<file path="src/rtl/m_rep_flit_fifo.sv">
// Reply flit FIFO: buffers {ctrl, flit} pairs from the uploader and shows the head to the arbiter.
// Latency: a push into an empty FIFO appears on flit_out one cycle later.
// Backpressure: rep_fifo_rdy drops only at full and comes from registered occupancy, not from pop.
module m_rep_flit_fifo #(
    parameter int FW    = 16,
    parameter int DEPTH = 16,
    parameter int AW    = 4
) (
    input  logic          clk,
    input  logic          rst,
    input  logic [FW-1:0] flit_in,
    input  logic          v_flit_in,
    input  logic [1:0]    ctrl_in,
    output logic          rep_fifo_rdy,
    output logic [FW-1:0] flit_out,
    output logic [1:0]    ctrl_out,
    output logic          v_flit_out,
    input  logic          pop,
    output logic          msg_avail,
    output logic [AW:0]   occupancy
);

    localparam logic [AW:0]   FULL_CNT = (AW+1)'(DEPTH);
    localparam logic [AW:0]   CNT_ONE  = {{AW{1'b0}}, 1'b1};
    localparam logic [AW-1:0] PTR_ONE  = {{(AW-1){1'b0}}, 1'b1};
    localparam logic [1:0]    CTRL_TAIL = 2'b11;

    // Each entry holds {ctrl, flit}; contents are deliberately left unreset.
    logic [FW+1:0] mem [DEPTH];
    logic [AW-1:0] wr_ptr;
    logic [AW-1:0] rd_ptr;
    logic [AW:0]   occ_q;
    logic [AW:0]   msg_cnt;
    logic [FW+1:0] head_word;
    logic          push;
    logic          pop_eff;
    logic          push_tail;
    logic          pop_tail;

    assign rep_fifo_rdy = (occ_q != FULL_CNT);
    assign v_flit_out   = (occ_q != '0);
    assign occupancy    = occ_q;
    assign msg_avail    = (msg_cnt != '0);

    // Gate the show-ahead read so stale or never-written storage reads as zero while empty.
    assign head_word = mem[rd_ptr];
    assign flit_out  = v_flit_out ? head_word[FW-1:0]     : '0;
    assign ctrl_out  = v_flit_out ? head_word[FW+1:FW]    : 2'b00;

    assign push      = v_flit_in & rep_fifo_rdy;
    assign pop_eff   = pop & v_flit_out;
    assign push_tail = push & (ctrl_in == CTRL_TAIL);
    assign pop_tail  = pop_eff & (ctrl_out == CTRL_TAIL);

    // Storage write; no reset so it maps onto plain RAM.
    always_ff @(posedge clk) begin
        if (push) begin
            mem[wr_ptr] <= {ctrl_in, flit_in};
        end
    end

    // Read/write pointers wrap naturally because DEPTH is a power of two.
    always_ff @(posedge clk or negedge rst) begin
        if (!rst) begin
            wr_ptr <= '0;
            rd_ptr <= '0;
        end else begin
            if (push)    wr_ptr <= wr_ptr + PTR_ONE;
            if (pop_eff) rd_ptr <= rd_ptr + PTR_ONE;
        end
    end

    // Flit count: a simultaneous push and pop leaves it unchanged.
    always_ff @(posedge clk or negedge rst) begin
        if (!rst) begin
            occ_q <= '0;
        end else if (push && !pop_eff) begin
            occ_q <= occ_q + CNT_ONE;
        end else if (!push && pop_eff) begin
            occ_q <= occ_q - CNT_ONE;
        end
    end

    // Complete-message count, stepped by tails entering and leaving.
    always_ff @(posedge clk or negedge rst) begin
        if (!rst) begin
            msg_cnt <= '0;
        end else if (push_tail && !pop_tail) begin
            msg_cnt <= msg_cnt + CNT_ONE;
        end else if (!push_tail && pop_tail) begin
            msg_cnt <= msg_cnt - CNT_ONE;
        end
    end

`ifndef SYNTHESIS
    a_msg_le_occ: assert property (@(posedge clk) disable iff (!rst) msg_cnt <= occ_q);
    a_no_ovf:     assert property (@(posedge clk) disable iff (!rst) !(push && occ_q == FULL_CNT));
    a_no_udf:     assert property (@(posedge clk) disable iff (!rst) !(pop_eff && occ_q == '0));
`endif

endmodule

</file>
<file path="config.mk">
export PLATFORM = sky130hd
export DESIGN_NAME = m_rep_flit_fifo
export DESIGN_NICKNAME = d
export VERILOG_FILES = /design/src/rtl/m_rep_flit_fifo.sv
export SDC_FILE = /design/constraint.sdc
export NUM_CORES = 1
export LEC_CHECK = 0
export BUFFER_PORTS_ARGS = -buffer_cell sky130_fd_sc_hd__buf_2
export CAP_MARGIN = 10
export CELL_PAD_IN_SITES_DETAIL_PLACEMENT = 1
export CELL_PAD_IN_SITES_GLOBAL_PLACEMENT = 2
export CORE_ASPECT_RATIO = 1.75
export CORE_UTILIZATION = 52
export DETAILED_ROUTE_END_ITERATION = 12
export HOLD_SLACK_MARGIN = 0.1
export PLACE_DENSITY_LB_ADDON = 0.2
export SYNTH_ARGS = -nofsm -noshare
export SYNTH_HDL_FRONTEND = slang
export SYNTH_SLANG_ARGS = --single-unit
</file>
<file path="constraint.sdc">
create_clock -name clk -period 6.73 [get_ports clk]
set_input_delay 0.3365 -clock clk [delete_from_list [all_inputs] [get_ports clk]]
set_output_delay 0.3365 -clock clk [all_outputs]
set_load 0.05 [all_outputs]
</file>
==> impl_metrics.xml <==
<?xml version="1.0" encoding="UTF-8"?>
<metrics>
  <group name="placed_design">
    <metric name="port-buffer-count" unit="">47</metric>
    <metric name="gpl.final_weighted_congestion" unit="">0.735</metric>
    <metric name="post-dp-hpwl" unit="mm">15.5</metric>
  </group>
  <group name="grt">
    <metric name="gr-usage-all-layers" unit="%">24.2</metric>
    <metric name="grt.met1_usage" unit="%">29.1</metric>
    <metric name="maximum_number_of_pins_on_one_net_before_global_route_repair" unit="">72</metric>
    <metric name="antenna_violations_before_repair" unit="">0</metric>
    <metric name="first_global_vias" unit="">6410</metric>
    <metric name="global_route.usage.met3" unit="%">2.62</metric>
    <metric name="gr-usage-met2" unit="%">43.6</metric>
    <metric name="gr-max-usage-layer" unit="">met2</metric>
    <metric name="grt-ovfl-total" unit="">0</metric>
    <metric name="grt_first_pass_wirelength" unit="mm">39.8</metric>
  </group>
  <group name="routing">
    <metric name="number_of_design_rule_violations_left_after_detail_routing" unit="">0</metric>
    <metric name="dr.first_iter.drc_count" unit="">536</metric>
    <metric name="vias" unit="">5696</metric>
    <metric name="drt-vias-per-instance" unit="">5.97</metric>
    <metric name="drt_pre_antenna_iters" unit="">4</metric>
    <metric name="ant_nets" unit="">0</metric>
    <metric name="wirelength" unit="mm">27.0</metric>
    <metric name="post_drt_wl_per_cell" unit="um">28.2</metric>
  </group>
  <group name="setup_path">
    <metric name="cp_data_required_time" unit="ns">7.18</metric>
    <metric name="arrival" unit="ns">4.21</metric>
    <metric name="worstSetupEndpointType" unit="">flop</metric>
    <metric name="path_max_fanout" unit="">49</metric>
    <metric name="timing_worst_setup_path_type" unit="">flop to flop</metric>
    <metric name="start_kind" unit="">flop</metric>
    <metric name="regToRegSetupSlack" unit="ns">2.97</metric>
  </group>
  <group name="synth">
    <metric name="ys.flop_type" unit="">sky130_fd_sc_hd__edfxtp_1</metric>
    <metric name="postSynthAreaPerCell" unit="um2">21.3</metric>
    <metric name="yosys_warnings" unit="">0</metric>
    <metric name="nets_in_the_synthesized_netlist" unit="">604</metric>
    <metric name="synth.lib_cells_used.distinct" unit="">32</metric>
    <metric name="synth_edf_count" unit="">288</metric>
    <metric name="yosys_register_bits" unit="">306</metric>
    <metric name="post_synth_inst_count" unit="">567</metric>
    <metric name="synth_area" unit="um2">12100</metric>
    <metric name="async_flop_share" unit="%">5.88</metric>
    <metric name="ys_seq_area_share" unit="%">75.4</metric>
  </group>
  <group name="floorplan">
    <metric name="fp_rows" unit="">73</metric>
    <metric name="pin_count" unit="">48</metric>
    <metric name="core_area" unit="um2">22700</metric>
    <metric name="fp.dieH" unit="um">204</metric>
    <metric name="start_util" unit="%">53.1</metric>
    <metric name="dieWidth" unit="um">117</metric>
    <metric name="die_area" unit="um2">23900</metric>
  </group>
  <group name="timing">
    <metric name="max_clock_freq" unit="MHz">266</metric>
    <metric name="finClkSkew" unit="ns">0.0130</metric>
    <metric name="report.final.setup_viol" unit="">0</metric>
    <metric name="drv_slew" unit="">0</metric>
    <metric name="finalWorstPathRequiredPeriod" unit="ns">3.76</metric>
    <metric name="relSlewSlack" unit="%">26.0</metric>
    <metric name="finalHoldViolCount" unit="">0</metric>
    <metric name="min_period_over_period" unit="%">55.8</metric>
    <metric name="timing_worst_slew_pin_value" unit="ns">1.11</metric>
    <metric name="setup-tns-final" unit="ns">0</metric>
    <metric name="grt_setup_unrepaired" unit="">no</metric>
  </group>
  <group name="layout">
    <metric name="finalNetCount" unit="">672</metric>
    <metric name="drive_gt1_share" unit="%">31.5</metric>
    <metric name="num_antenna_cells" unit="">0</metric>
    <metric name="area_growth" unit="%">13.0</metric>
  </group>
  <group name="clock_network">
    <metric name="clock-root-buffer" unit="">sky130_fd_sc_hd__clkbuf_16</metric>
    <metric name="cts_max_level" unit="">1</metric>
    <metric name="clk_transition_reported_paths" unit="ns">0.06</metric>
    <metric name="worst_skew_pair_later_pin_latency" unit="ns">0.53</metric>
    <metric name="numClockSinks" unit="">306</metric>
    <metric name="cts_tree" unit="">done</metric>
    <metric name="ctsLongestPathBuffers" unit="">3</metric>
    <metric name="post-cts-setup-buffer-count" unit="">0</metric>
    <metric name="cts-buffers-inserted" unit="">27</metric>
  </group>
  <group name="run">
    <metric name="max_cap_viols" unit="">0</metric>
  </group>
  <group name="run_status">
    <metric name="status" unit="">complete, no violations</metric>
  </group>
  <group name="power_and_ir_drop">
    <metric name="largest_vdd_supply_drop" unit="mV">0.281</metric>
    <metric name="finalPower" unit="mW">6.30</metric>
    <metric name="leakagePower" unit="nW">4.57</metric>
    <metric name="cellPowerDensity" unit="nW/um2">461</metric>
  </group>
  <group name="min_path">
    <metric name="min-delay-path-class" unit="">input port to flop</metric>
  </group>
</metrics>
[worst max-delay path: stages, from the launching register on]
cell                      delay [ns]
sky130_fd_sc_hd__dfrtp_4        0.75
sky130_fd_sc_hd__buf_4          0.83
sky130_fd_sc_hd__o21ai_0        0.28
sky130_fd_sc_hd__or3_1          0.40
sky130_fd_sc_hd__ha_1           0.25
sky130_fd_sc_hd__inv_1          0.14
sky130_fd_sc_hd__ha_1           0.29
sky130_fd_sc_hd__a21o_1         0.17
sky130_fd_sc_hd__a21oi_1        0.17
sky130_fd_sc_hd__mux2i_1        0.23
sky130_fd_sc_hd__xnor2_1        0.14
[logic make-up (layout without fill, tap and decap cells)]
| kind of cell | Yosys count | count (layout) | synth area share, % |
|---|---|---|---|
| AOI/OAI and AO/OA | 32 | 32 | 1.58 |
| xor gates and xnor gates | 15 | 15 | 1.09 |
| adders and majority gates | 15 | 15 | 1.68 |
| buffers and inverters | 37 | 124 | 1.55 |
| DFF | 306 | 306 | 75.4 |
| muxes | 111 | 111 | 16.7 |
| and+or+nand+nor | 51 | 51 | 2.04 |
[flip-flops by register name (all words and copies together) (netlist names)]
name / cells
rd_ptr: 4
msg_cnt: 5
occupancy: 5
wr_ptr: 4
mem: 288
[area by class of cell]
cell class / instances / area [um2]
Fill cell: 1922 / 9090
Inverter: 8 / 30.0
Clock buffer: 36 / 739
Clock inverter: 12 / 164
Timing Repair Buffer: 68 / 398
Sequential cell: 306 / 9100
Multi-Input combinational cell: 224 / 2840
Tap cell: 300 / 375
[stage by stage]
stage	instance area [um2]	hold slack, ns	cells	util [%]	worst slack (ns)
final	13600	0.176	954	60.0	2.97
after global routing	13600	0.166	954	60.0	2.55
after CTS	13600	0.150	954	60.0	2.81
after detailed placement	12700	0.307	904	56.0	2.84
after global placement	12700	0.302	904	56.0	2.95
after floorplan	12100	0.0409	567	-	3.42
[cell usage after synthesis, types with 3 or more instances]
master                       n  area share (%)
sky130_fd_sc_hd__mux2_2      4            0.37
sky130_fd_sc_hd__o21ai_0     8            0.33
sky130_fd_sc_hd__mux2i_1    35             2.9
sky130_fd_sc_hd__xnor2_1    10            0.73
sky130_fd_sc_hd__ha_1       13             1.3
sky130_fd_sc_hd__buf_1       5            0.16
sky130_fd_sc_hd__o22ai_1    16            0.83
sky130_fd_sc_hd__a21oi_1     4            0.17
sky130_fd_sc_hd__buf_4       4            0.25
sky130_fd_sc_hd__nor3_1      5            0.21
sky130_fd_sc_hd__a21o_1      4            0.25
sky130_fd_sc_hd__xor2_1      5            0.36
sky130_fd_sc_hd__nand2b_1    3            0.16
sky130_fd_sc_hd__inv_1       8            0.25
sky130_fd_sc_hd__nor2_1     18            0.56
sky130_fd_sc_hd__nand2_1    15            0.47
sky130_fd_sc_hd__dfrtp_1    18             3.7
sky130_fd_sc_hd__mux4_2     72              13
sky130_fd_sc_hd__clkbuf_1    8            0.25
sky130_fd_sc_hd__buf_2       8            0.33
sky130_fd_sc_hd__buf_6       3            0.28
sky130_fd_sc_hd__edfxtp_1  288              72
[final timing paths]
| path | from | to | cells past startpoint |
|---|---|---|---|
| setup reg to reg | rd_ptr[0] | msg_cnt[4] | 10 |
| hold reg to reg | msg_cnt[4] | msg_cnt[4] | 1 |
| setup / recovery | rd_ptr[0] | msg_cnt[4] | 10 |
| max in group asynchronous | rst | rd_ptr[0] | 2 |
| hold / removal | flit_in[11] | mem[14][11] | 1 |
| min in group asynchronous | rst | msg_cnt[4] | 2 |
[metal layers]
metal	vias up	share of wire, %
li1	2445	-
met1	3028	37
met2	157	55
met3	66	3.6
met4	0	3.8
met5	-	0
[power by group]
group	total, mW	leakage, nW	internal, mW	switching, mW
clock	1.58	0.439	0.924	0.654
sequential	2.49	2.81	2.32	0.171
combinational	2.23	1.32	0.833	1.40
total	6.30	4.57	4.08	2.22
[cells in the final DEF (no fill, tap or decap)]
cell type,n
sky130_fd_sc_hd__clkinvlp_4,2
sky130_fd_sc_hd__fa_1,2
sky130_fd_sc_hd__or3_1,2
sky130_fd_sc_hd__bufinv_16,4
sky130_fd_sc_hd__nand2_1,15
sky130_fd_sc_hd__nand2b_1,3
sky130_fd_sc_hd__clkinv_1,1
sky130_fd_sc_hd__and3_1,1
sky130_fd_sc_hd__edfxtp_1,288
sky130_fd_sc_hd__nand4_2,1
sky130_fd_sc_hd__a21oi_1,4
sky130_fd_sc_hd__clkbuf_1,6
sky130_fd_sc_hd__dfrtp_4,1
sky130_fd_sc_hd__nor3_2,4
sky130_fd_sc_hd__mux4_2,72
sky130_fd_sc_hd__a21o_1,4
sky130_fd_sc_hd__dlygate4sd3_1,2
sky130_fd_sc_hd__ha_1,13
sky130_fd_sc_hd__mux2i_1,35
sky130_fd_sc_hd__buf_2,47
sky130_fd_sc_hd__xor2_1,5
sky130_fd_sc_hd__nor2_2,12
sky130_fd_sc_hd__dfrtp_1,15
sky130_fd_sc_hd__nand3_1,2
sky130_fd_sc_hd__xnor2_1,10
sky130_fd_sc_hd__and2_4,1
sky130_fd_sc_hd__mux2_2,4
sky130_fd_sc_hd__o22ai_1,16
sky130_fd_sc_hd__o21ai_0,8
sky130_fd_sc_hd__clkinv_2,5
sky130_fd_sc_hd__inv_1,8
sky130_fd_sc_hd__nor4_1,1
sky130_fd_sc_hd__clkbuf_16,27
sky130_fd_sc_hd__nand2_4,1
sky130_fd_sc_hd__dfrtp_2,2
sky130_fd_sc_hd__nor3_1,1
sky130_fd_sc_hd__or3b_4,1
sky130_fd_sc_hd__buf_4,19
sky130_fd_sc_hd__nor2_1,6
sky130_fd_sc_hd__clkbuf_8,3
[what timing repair did]
item / CTS / global route
hold buffers: 2 / 0
endpoints found under the hold margin: 19 / 0
gates resized for setup: 0 / 0
endpoints found under the setup margin: 0 / 0
Power figures use the tool's default switching activity.
